--- src/rtl/ascii_operand_parser.sv ---
// ASCII operand parser: assembles decimal operands X then Y from a character stream for the adder.
// Latency: operands_valid rises one cycle after Y's closing Enter; parse_err is one cycle after the bad char.
// Backpressure: char_ready drops while a pair is held; pair released on operands_valid & operands_ready.
// Optional feature: define PARSER_RANGE_CHECK_EN to reject operands above MAX_VAL at their closing Enter.
module ascii_operand_parser #(
  parameter int WIDTH      = 5,
  parameter int MAX_DIGITS = 2,
  parameter int MAX_VAL    = 15
) (
  input  logic             clk,
  input  logic             rst_n,
  input  logic [7:0]       char_in,
  input  logic             char_valid,
  output logic             char_ready,
  output logic [WIDTH-1:0] x_out,
  output logic [WIDTH-1:0] y_out,
  output logic             operands_valid,
  input  logic             operands_ready,
  output logic             parse_err
);

  localparam int AW = 4 * MAX_DIGITS;
  localparam int CW = $clog2(MAX_DIGITS + 1);

  typedef enum logic [1:0] {
    GET_X     = 2'd0,
    GET_Y     = 2'd1,
    HOLD      = 2'd2,
    ERR_DRAIN = 2'd3
  } state_t;

  state_t        state;
  logic [AW-1:0] acc;
  logic [CW-1:0] cnt;

  logic          is_digit;
  logic          is_enter;
  logic [AW-1:0] acc_next;
  logic          range_bad;

  // Character classification and next accumulator value
  always_comb begin
    is_digit = (char_in >= 8'h30) && (char_in <= 8'h39);
    is_enter = (char_in == 8'h0A) || (char_in == 8'h0D);
    acc_next = (acc * AW'(10)) + AW'(char_in[3:0]);
  end

`ifdef PARSER_RANGE_CHECK_EN
  assign range_bad = (acc > AW'(MAX_VAL));
`else
  // Without the range check the operand simply wraps modulo 2**WIDTH
  assign range_bad = 1'b0;
`endif

  // Parser FSM with registered handshake and error outputs
  always_ff @(posedge clk or negedge rst_n) begin
    if (!rst_n) begin
      state          <= GET_X;
      acc            <= '0;
      cnt            <= '0;
      x_out          <= '0;
      y_out          <= '0;
      operands_valid <= 1'b0;
      char_ready     <= 1'b1;
      parse_err      <= 1'b0;
    end else begin
      parse_err <= 1'b0;
      case (state)
        GET_X, GET_Y: begin
          if (char_valid) begin
            if (is_digit) begin
              if (cnt == CW'(MAX_DIGITS)) begin
                parse_err <= 1'b1;
                state     <= ERR_DRAIN;
              end else begin
                acc <= acc_next;
                cnt <= cnt + CW'(1);
              end
            end else if (is_enter) begin
              if (cnt == '0) begin
                parse_err <= 1'b1;
                state     <= ERR_DRAIN;
              end else if (range_bad) begin
                // Enter is consumed; the whole pair restarts at X
                parse_err <= 1'b1;
                state     <= GET_X;
                acc       <= '0;
                cnt       <= '0;
              end else begin
                acc <= '0;
                cnt <= '0;
                if (state == GET_X) begin
                  x_out <= acc[WIDTH-1:0];
                  state <= GET_Y;
                end else begin
                  y_out          <= acc[WIDTH-1:0];
                  state          <= HOLD;
                  operands_valid <= 1'b1;
                  char_ready     <= 1'b0;
                end
              end
            end else begin
              parse_err <= 1'b1;
              state     <= ERR_DRAIN;
            end
          end
        end
        HOLD: begin
          if (operands_ready) begin
            operands_valid <= 1'b0;
            char_ready     <= 1'b1;
            state          <= GET_X;
          end
        end
        ERR_DRAIN: begin
          if (char_valid && is_enter) begin
            acc   <= '0;
            cnt   <= '0;
            state <= GET_X;
          end
        end
        default: state <= GET_X;
      endcase
    end
  end

endmodule

--- config.mk ---
export PLATFORM = sky130hd
export DESIGN_NAME = ascii_operand_parser
export DESIGN_NICKNAME = d
export VERILOG_FILES = /design/src/rtl/ascii_operand_parser.sv
export SDC_FILE = /design/constraint.sdc
export NUM_CORES = 1
export LEC_CHECK = 0
export CELL_PAD_IN_SITES_DETAIL_PLACEMENT = 0
export CELL_PAD_IN_SITES_GLOBAL_PLACEMENT = 1
export CORE_MARGIN = 4
export CORE_UTILIZATION = 43
export CTS_CLUSTER_SIZE = 14
export DETAILED_ROUTE_END_ITERATION = 8
export PLACE_DENSITY_LB_ADDON = 0.05
export RECOVER_POWER = 100
export SLEW_MARGIN = 20
export SYNTH_ARGS = -nofsm -noshare
export SYNTH_HDL_FRONTEND = slang
export SYNTH_SLANG_ARGS = --single-unit
export TNS_END_PERCENT = 30
--- constraint.sdc ---
create_clock -name clk -period 2.9 [get_ports clk]
set_input_delay 0.58 -clock clk [delete_from_list [all_inputs] [get_ports clk]]
set_output_delay 0.58 -clock clk [all_outputs]
set_load 0.1 [all_outputs]
# [Yosys cells after proc, flatten, opt, wreduce, memory -nomap -nowiden]
# Cells that the tools add are included.
[word_totals] reg_bits=25 ram_bits=0 mem_count=0 latchBits=0 romBits=0 out_inout_bits=13 input_bits=12
[classes] n_mux=42 bitwise_logic=3 magnitude_cmp=2 shifts=0 n_reduce_logical=13 n_div=0 n_eq_ne=17 add_sub_neg=2 mul=1
[ops] cell="$mux W8" n=6
[ops] cell="$mux W2" n=13
[ops] cell="$mux W1" n=18
[ops] cell="$reduce_and A6 Y1" n=3
[ops] cell="$eq A8 B4 Y1 const B" n=2
[ops] cell="$pmux W8 S2" n=1
[ops] cell="$ne A2 B2 Y1 const B" n=7
[ops] cell="$ne A3 B3 Y1 const B" n=4
[ops] cell="$add A8 B4 Y8" n=1
[ops] cell="$ge A8 B6 Y1 const B" n=1
[ops] cell="$le A8 B6 Y1 const B" n=1
[ops] cell="$mul A8 B3 Y7 const B" n=1
[ops] cell="$reduce_and A7 Y1" n=1
[ops] cell="$eq A2 B2 Y1 const B" n=3
[ops] cell="$pmux W2 S3" n=1
[ops] cell="$logic_not A2 Y1" n=2
[ops] cell="$pmux W1 S2" n=2
[ops] cell="$pmux W2 S2" n=1
[ops] cell="$reduce_and A4 Y1" n=1
[ops] cell="$reduce_bool A2 Y1" n=2
[ops] cell="$not A1 Y1" n=3
[ops] cell="$add A2 B1 Y2 const B" n=1
[ops] cell="$eq A2 B1 Y1 const B" n=1
[ops] cell="$logic_and A1 B1 Y1" n=2
[ops] cell="other kinds (2)" n=2

# [Longest topological paths before layout]
# Gate-level depths: netlist of the first run.
[logic_depth] ltp_word=7 ltp_mapped=7 depth_no_buf=7

# [Worst setup path before layout of the first run]
# Ideal clock, no wire load.
[synth_path] path_kind="input -> register" start="input char_in[4]" end="register y_out[0]" arrival_ns=2.180 required_ns=2.774 stages=5 path_buffers=1 slack_ns=0.594 path_cell_list="or3b_4 > a2111oi_4 > and4_1 > buf_6 > mux2_4"
[synth_between] elab_chain_len=4 word_cells_on_any_way=8 classes_between="2 x order compare; 2 x eq/ne; 1 x bitwise; 3 x reduce/logical"
[synth_lines] element="start: declaration" line_no="12" text="input logic [7:0] char_in,"
[synth_lines] element="$ge A8 B6 Y1 or $le A8 B6 Y1 (tied branches)" line_no="43" text="is_digit = (char_in >= 8'h30) && (char_in <= 8'h39);"
[synth_lines] element="$logic_and A1 B1 Y1" line_no="43"
[synth_lines] element="$not A1 Y1 (no line)"
[synth_lines] element="$reduce_and A6 Y1 (no line) (*)"
[synth_lines] element="end signal: assignment" line_no="96" text="y_out <= acc[WIDTH-1:0];"
[synth_lines] element="end: declaration" line_no="16" text="output logic [WIDTH-1:0] y_out,"
# Every way passes the cells marked *; elsewhere a longest branch is shown, timed or not.
# A chain may end at the register's enable or synchronous reset.

# [Final worst setup path of the first run]
[layout_path] start="input char_in[3]" end="register x_out[4]"
[layout_between] elab_chain_len=4 word_cells_on_any_way=8 classes_between="2 x order compare; 2 x eq/ne; 1 x bitwise; 3 x reduce/logical"
[layout_lines] element="$ge A8 B6 Y1 or $le A8 B6 Y1 (tied branches)" line_no="43"
[layout_lines] element="$logic_and A1 B1 Y1" line_no="43"
[layout_lines] element="$not A1 Y1 (no line)"
[layout_lines] element="$reduce_and A6 Y1 (no line) (*)"
[layout_lines] element="end signal: assignment" line_no="93" text="x_out <= acc[WIDTH-1:0];"
[layout_lines] element="end: declaration" line_no="15" text="output logic [WIDTH-1:0] x_out,"
# Marks and branches as above.

==> results of run 1 <==
per-layer routing:
metal  vias to the layer above  wire length (µm)  track usage, %
met5                         -                 0               0
met2                        12              1360            24.9
met4                         0                23            4.96
met3                         4                67            1.80
met1                       444              1190            17.0
li1                        443                 -               -
placed cells by master (no fill, tap or decap), types with 6 or more instances in the layout:
cell type / Yosys / final
dfrtp_1: 21 / 21
o21ai_0: 6 / 6
inv_1: 9 / 9
nand2_1: 9 / 9
clkbuf_1: 0 / 15
clkdlybuf4s50_1: 0 / 10
ha_1: 10 / 10
mux2_1: 5 / 10
mux2i_1: 6 / 6
nor2_1: 7 / 7
worst max-delay path by stage:
stage | slack [ns] | cells after the start | to
3_3_place_gp | 0.18 | 6 | x_out[4]
6_report | 0.32 | 6 | x_out[4]
4_1_cts | 0.50 | 5 | y_out[1]
2_1_floorplan | 0.59 | 5 | y_out[0]
5_1_grt | 0.22 | 6 | x_out[4]
3_5_place_dp | 0.16 | 5 | y_out[1]
critical path: cells and delay by family:
family,cells,cell delay (ns)
buf+inv,2,0.86
simple gates,2,0.64
mux,1,0.36
compound gates,1,0.33
power by group:
group | internal, µW | switching [µW] | leakage, µW
sequential | 356 | 31.6 | 0.000294
combinational | 196 | 370 | 0.000394
clock | 76.6 | 96.0 | 0.0000210
total | 629 | 497 | 0.000710
cells by family after synthesis:
kind of cell,after synthesis
AND/OR/NAND/NOR,27
flip-flops,22
AO/OA/AOI/OAI,19
multiplexers,16
adder cells (fa/ha/maj),11
buffers and inverters,10
XOR/XNOR,4
sequential cells by signal (all words and copies together) (netlist names):
register,flops
acc,5
x_out,5
y_out,5
cnt,2
state,2
char_ready,1
operands_valid,1
parse_err,1
cell usage after synthesis (2+ instances only):
cell type,n,area [µm²]
nor2_1,7,26.3
o21ai_0,6,30.0
mux2_4,5,75.1
or2_2,2,12.5
mux2i_1,6,60.1
mux2_1,5,56.3
ha_1,10,125
a211o_2,2,20.0
xnor2_1,3,26.3
nand2_1,9,33.8
dfrtp_1,21,526
inv_1,9,33.8
or3b_4,2,22.5
metrics by stage:
| stage | utilization (%) | std cells | hold WS (ns) |
|---|---|---|---|
| floorplan | - | 109 | 0.284 |
| global placement | 54.6 | 165 | 0.464 |
| CTS | 55.9 | 169 | 0.467 |
| finish | 53.3 | 169 | 0.495 |
| detailed placement | 54.6 | 165 | 0.477 |
| global route | 53.3 | 169 | 0.529 |
area by class of cell:
class                   count  area (µm²)
clock buffers               4        36.3
flip-flops and latches     22         552
well taps                  31        38.8
multi-input cells          77         667
fillers                   276        1310
repair buffers             26         166
inverters                   9        33.8
==> metrics list, run 1 <==
- The run finished with clean final reports.
- Clk_skew: slightly below 0.003 ns
- For the worst setup path, the data required time is roughly 3.1 ns.
- Setup ws final: between 0.3 and 0.4 ns
* Clk slew on worst S/H paths: roughly 0.13 ns
- At the later pin of the worst-skew pair, clock insertion delay measures approximately 0.3 ns.
- Area after detailed placement: 1530 µm²
- Once detailed placement completed, the half-perimeter wirelength came to between 2 and 2.5 mm.
- CTS tree: done
- For this design the top-level I/O count stands at 25.
- Total iterations of the first detailed-routing run: 3
* Synth Area in Simple Gates: 11.3%
* Largest driver fanout on the critical path: 8
* Number of H-tree levels: 1
- Counting I/O delays and the setup requirement, the final critical path takes 2.58 ns.
* Netlist area before placement: around 1300 µm²
- Classification of the worst-slack hold path: flip-flop to flip-flop
- Power spread over the standard cell area amounts to between 700 and 800 nW/µm².
- Slew of the pin with the lowest slew margin: about 1.2 ns
* Total detailed-routing wirelength: around 2.6 mm
- Once the floorplan was initialized, standard cells occupied a little under half of the core.
- For this run, the post-layout net count is 162.
- The clock drives 22 sinks.
* Count of hold-fix buffers inserted at cts: 0
- Post-layout total power: about 1100 µW
- DRC violation count after routing: 0
* Final setup fails: 0
- Synthesized flop and latch total: 22
* Overall routing resource usage: approximately 14%
* Hold Crit Depth: 2
* Fraction of layout instances using a drive strength above 1: 10.9%
* Pins Over Slew Limit: 0
- Post-Layout Inst Area: 1490 µm²
- Chip Width: between 60 and 70 µm
- Final-report hold violation count: 0
- Max-capacitance violation count: 0
- Start point of the critical path: char_in[3]
* Clock tree root buffer cell: clkbuf_4
- After detailed routing, the number of vias per cell comes to roughly 5.3.
- Counting flops with an async set or reset pin after synthesis yields a share of 100%.
- Data arrival time of the critical path: 2.78 ns
- A synthesized cell averages approximately 12 µm².
- For the worst flop-to-flop path, the logic depth is 7.
- During placement, the flow inserted port buffers numbering 24.
- For this run, the register share of the synthesized area comes to between 40% and 50%.
- Dominant combinational cell family by area after synthesis: multiplexers
- Routability-driven placement congestion ratio: a little under 0.8
* Area share of fa/ha/maj cells after synthesis: a little under an eighth
- Top achievable clock speed: approximately 390 MHz
* Total global routing overflow: 0
- The floorplan step defined a core boundary enclosing between 2000 and 3000 µm².
- 0 antenna diodes ended up in the layout.
- First-pass GRT wire length: about 4.4 mm
* Gate count of the mapped netlist: 109
- Yosys printed 0 warnings.
- Antenna violations before repair: 0
- Of the post-synthesis cell area, the part taken by muxes is ~15%.
- Most instantiated flip-flop cell in the synthesis netlist: dfrtp_1
* Launching element type of the critical path: input pin
- The final critical path takes up 88.8% of the cycle.
- Net count of the mapped netlist: 132
- Across all layers, the routed design uses 903 vias.
- The startpoint identified for the worst hold timing path is x_out[1].
- The netlist uses 35 different library cells.
* Die footprint: 3920 µm²
- Crit-path cells: clkdlybuf4s50_1 -> or3b_4 -> a2111oi_4 -> clkbuf_1 -> nand3_2 -> mux2_1
- In this run the critical register-to-register path is captured at cnt[0].
- Setup slack, reg-to-reg: about 0.84 ns
- Crit-path max cell delay: 0.51 ns
- Worst IR drop on VDD: ~0.37 mV
- Static leakage power: about 0.00071 µW
* Worst setup slack before clock tree synthesis: 0.161 ns
- Worst hold endpoint: x_out[1]
* Total number of placement rows: 19
* Type of destination of the critical path: flip-flop
- The largest individual stage delay along the critical path comes from the cell clkdlybuf4s50_1.
- Max_slew headroom: 21.9%
* Post-CTS Setup Bufs: 0
- Setup repair after global routing missed its margin: no
- Layout Area Growth over Synthesis: 16.5%
* Average wire length per cell after detail routing: 15.6 µm
* EDFF count, synth: 0
* Fraction of synthesized cell area in xor and xnor cells: between 2 and 3%
- Fraction of the mapped netlist area in compound gates: 13.2%
- The worst register-to-register path begins at state[1].
- The critical path is of the input pin to flip-flop type.
- For the final routed database, the setup TNS stands at 0 ns.
- Final ANT Viol Nets: 0
- Counting along the longest clock path gives a buffer depth of 2.
* PostCTS Resize Cnt: 0
* Largest net degree at the start of global routing: 19
- Number of global-route vias before repair: about 970
- The die is around 63 µm tall.
- After the first detailed-routing iteration, the DRC count stood at 38.
- Clock buffers created by TritonCTS: 3
No activity file was read; power rests on OpenSTA's default activity.
==> run 2, diff against run 1 <==
CORE_UTILIZATION = 52   (was 43)
DONT_BUFFER_PORTS = 1   (was unset)
==> run 2 against run 1 <==
  * Global-route usage up 2.4 points
  * Sequential cell count unchanged
  * Worst setup slack gained 0.12 ns
  * Clock power is 35% higher
  * Cell area fell by 12%
  * Critical path type unchanged
  * Maximum frequency increased by 4.8%
  * Worst hold slack worse by 0.39 ns
  * Sequential share of layout area increased by 4.8 points
  * Final cell count down 16%
  * Combinational power down 31%
  * Wire length down 10%
  * First-iteration DRC count is 37% lower
==> metrics list, run 2 (same netlist as run 1, synthesis figures left out) <==
* Crit-path cells: or3b_1 -> a2111oi_0 -> clkbuf_1 -> nand3_1 -> mux2_1
* Clk slew on worst S/H paths: 0.12 ns (about the same)
* Final core utilization: 58.1% (+4.8 points)
* Final Net Count: 138 (-15%)
- Chip Width: 57.7 µm (-7.9%)
- The number of diodes added for antenna fixing is 0 (unchanged).
- The count of port buffers added during placement came to 0 (-100%).
- Compared with the post-synthesis result, the final layout area differs by 3.02%.
* Antenna violations before repair: 0 (unchanged)
* Final ANT Viol Nets: 0 (unchanged)
- The number of detailed-routing iterations run before antenna repair came to 3 (unchanged).
- The worst setup path is launched from an input pin.
- The peak ir drop on the vdd network is 0.663 mV (+78%).
- Slowest cell on the critical path: a2111oi_0
- Clock tree root buffer cell: clkbuf_4
- Number of global-route vias before repair: 908 (-6.2%)
* Vias after detailed routing: 815 (-9.7%)
* Final setup fails: 0 (unchanged)
- Summed negative setup slack over all endpoints: 0 ns (unchanged)
* Maximum number of buffers from clock root to sink: 2 (unchanged)
* Number of fillers in the final layout: 208 (-25%)
- The clock period minus final worst setup slack was 2.46 ns (-0.117 ns).
- Top-level port count: 25 (unchanged)
- Leaving out fill and tap cells, the most frequent cell in the layout is dfrtp_1.
* Post-route non-filler standard cell count: 142 (-16%)
- The placer's final routability congestion estimate was 0.874 (+12%).
- Max-capacitance violation count: 0 (unchanged)
* Fraction of layout instances using a drive strength above 1: 9.65% (-1.2 points)
- The final worst slack was 0.441 ns (+0.117 ns).
* Largest registers in the final layout: acc x5, x_out x5, y_out x5
- STA classifies the critical path endpoint as a flip-flop.
- The worst-case clock skew is 0.00656 ns (+0.00365 ns).
* Die H: 57.7 µm (-7.9%)
- The tightest min-delay check is of the input pin to async pin type.
- Total number of placement rows: 17 (-2)
- The core region area is 2280 µm² (-19%).
- Depth of the most critical reg-to-reg path: 6 (-1)
- The detail-routed via count per cell came to 5.74 (+7.4%).
- The combined global-route utilization of all metal layers was 16.3% (+2.4 points).
* Max_slew headroom: 24.3% (+2.4 points)
- Static leakage power: 0.000657 µW (-7.5%)
- PD cells: 867 nW/µm² (+15%)
- TritonCTS built the clock tree.
- Average wire length per cell after detail routing: 16.7 µm (+7.1%)
- The worst slack at placement was 0.675 ns (+0.514 ns).
- Clock latency of the later-clocked register in the worst-skew pair: 0.31 ns (about the same)
- The sink count of the clock tree is 22 (unchanged).
* Crit-path max cell delay: 0.61 ns (+0.10 ns)
- Top achievable clock speed: 407 MHz (+4.8%)
- The share of the clock period used by the worst path after layout was 84.8% (-4.0 points).
- Area after detailed placement: 1310 µm² (-14%)
* First-iteration detailed-routing DRC count: 24 (-37%)
- Clock buffers created by TritonCTS: 3 (unchanged)
- The total grt overflow is 0 (unchanged).
- The total length of routed wires is 2.38 mm (-10%).
* Pins Over Slew Limit: 0 (unchanged)
* Starting density of the core: 56.3% (+11 points)
- The slew of the pin with the lowest slew margin is 1.13 ns (-0.0411 ns).
* DRC violation count after routing: 0 (unchanged)
- The first-pass GRT wire length is 4.17 mm (-4.4%).
- Largest net degree at the start of global routing: 22 (+3)
- The final design instance area without fill came to 1320 µm² (-12%).
* Post-placement cell count: 137 (-17%)
- Data arrival time of the critical path: 2.65 ns (-0.13 ns)
* Result of the run: completed
- The HPWL after detailed placement was 1.83 mm (-12%).
* Number of H-tree levels: 1 (unchanged)
- The total count of hold-check failures in the final report came to 0 (unchanged).
- The peak fanout along the critical path was 8 (unchanged).
- Setup repair after global routing left no endpoint under its margin.
- The critical path is of the input pin to flip-flop type.
- Critical Path RT: 3.10 ns (about the same)
* Die footprint: 3320 µm² (-15%)
- The library cells used most frequently in the layout, excluding fill and tap cells, are 21 x dfrtp_1, 10 x mux2_1, 10 x ha_1.
==> run 2: layout make-up <==
class | count | area, µm² | area share, %
Tap cell | 28 | 35.0 | 2.65
Clock buffer | 3 | 22.5 | 1.70
Multi-Input combinational cell | 77 | 641 | 48.5
Inverter | 9 | 33.8 | 2.56
Sequential cell | 22 | 552 | 41.8
Timing Repair Buffer | 2 | 7.51 | 0.568
Clock inverter | 1 | 30.0 | 2.27
==> run 2: worst max-delay path, delay by kind of cell <==
kind	cells	cell delay, ns
AND/OR/NAND/NOR	2	0.71
AO/OA/AOI/OAI	1	0.61
multiplexers	1	0.40
buffers and inverters	1	0.35
==> run 2: power breakdown <==
group	total [µW]	internal, µW	switching [µW]
Clock	234	140	94.5
Sequential	523	353	170
Combinational	388	175	213
==> run 2: timing repair <==
item	CTS	global route
endpoints found under the hold margin	21	0
resized for setup	0	0
setup buffers	0	0
hold buffers	1	0
==> run 2: worst paths after layout <==
check / from / slack [ns] / to
max: char_in[4] / 0.44 / x_out[3]
min: rst_n / 0.10 / char_ready
max reg2reg: cnt[0] / 0.56 / x_out[3]
min reg2reg: acc[4] / 0.53 / x_out[4]
max in group asynchronous: rst_n / 1.77 / x_out[3]
min in group clk: char_in[0] / 0.39 / acc[0]
==> run 2: through the flow <==
stage | total power (µW) | hold WS, ns
2_1_floorplan | 850 | 0.284
3_3_place_gp | 922 | 0.285
3_5_place_dp | 921 | 0.285
4_1_cts | 1170 | 0.0837
5_1_grt | 1220 | 0.0584
6_report | 1150 | 0.101
==> run 2: metal layers <==
layer  share of wire (%)  wire (µm)  global-route usage, %  up-vias
li1                    -          -                      -      393
met4                 1.2         29                   5.96        0
met3                 5.6        132                   4.01        4
met5                   0          0                      0        -
met2                  48       1130                   25.8       20
met1                  46       1090                   21.7      398
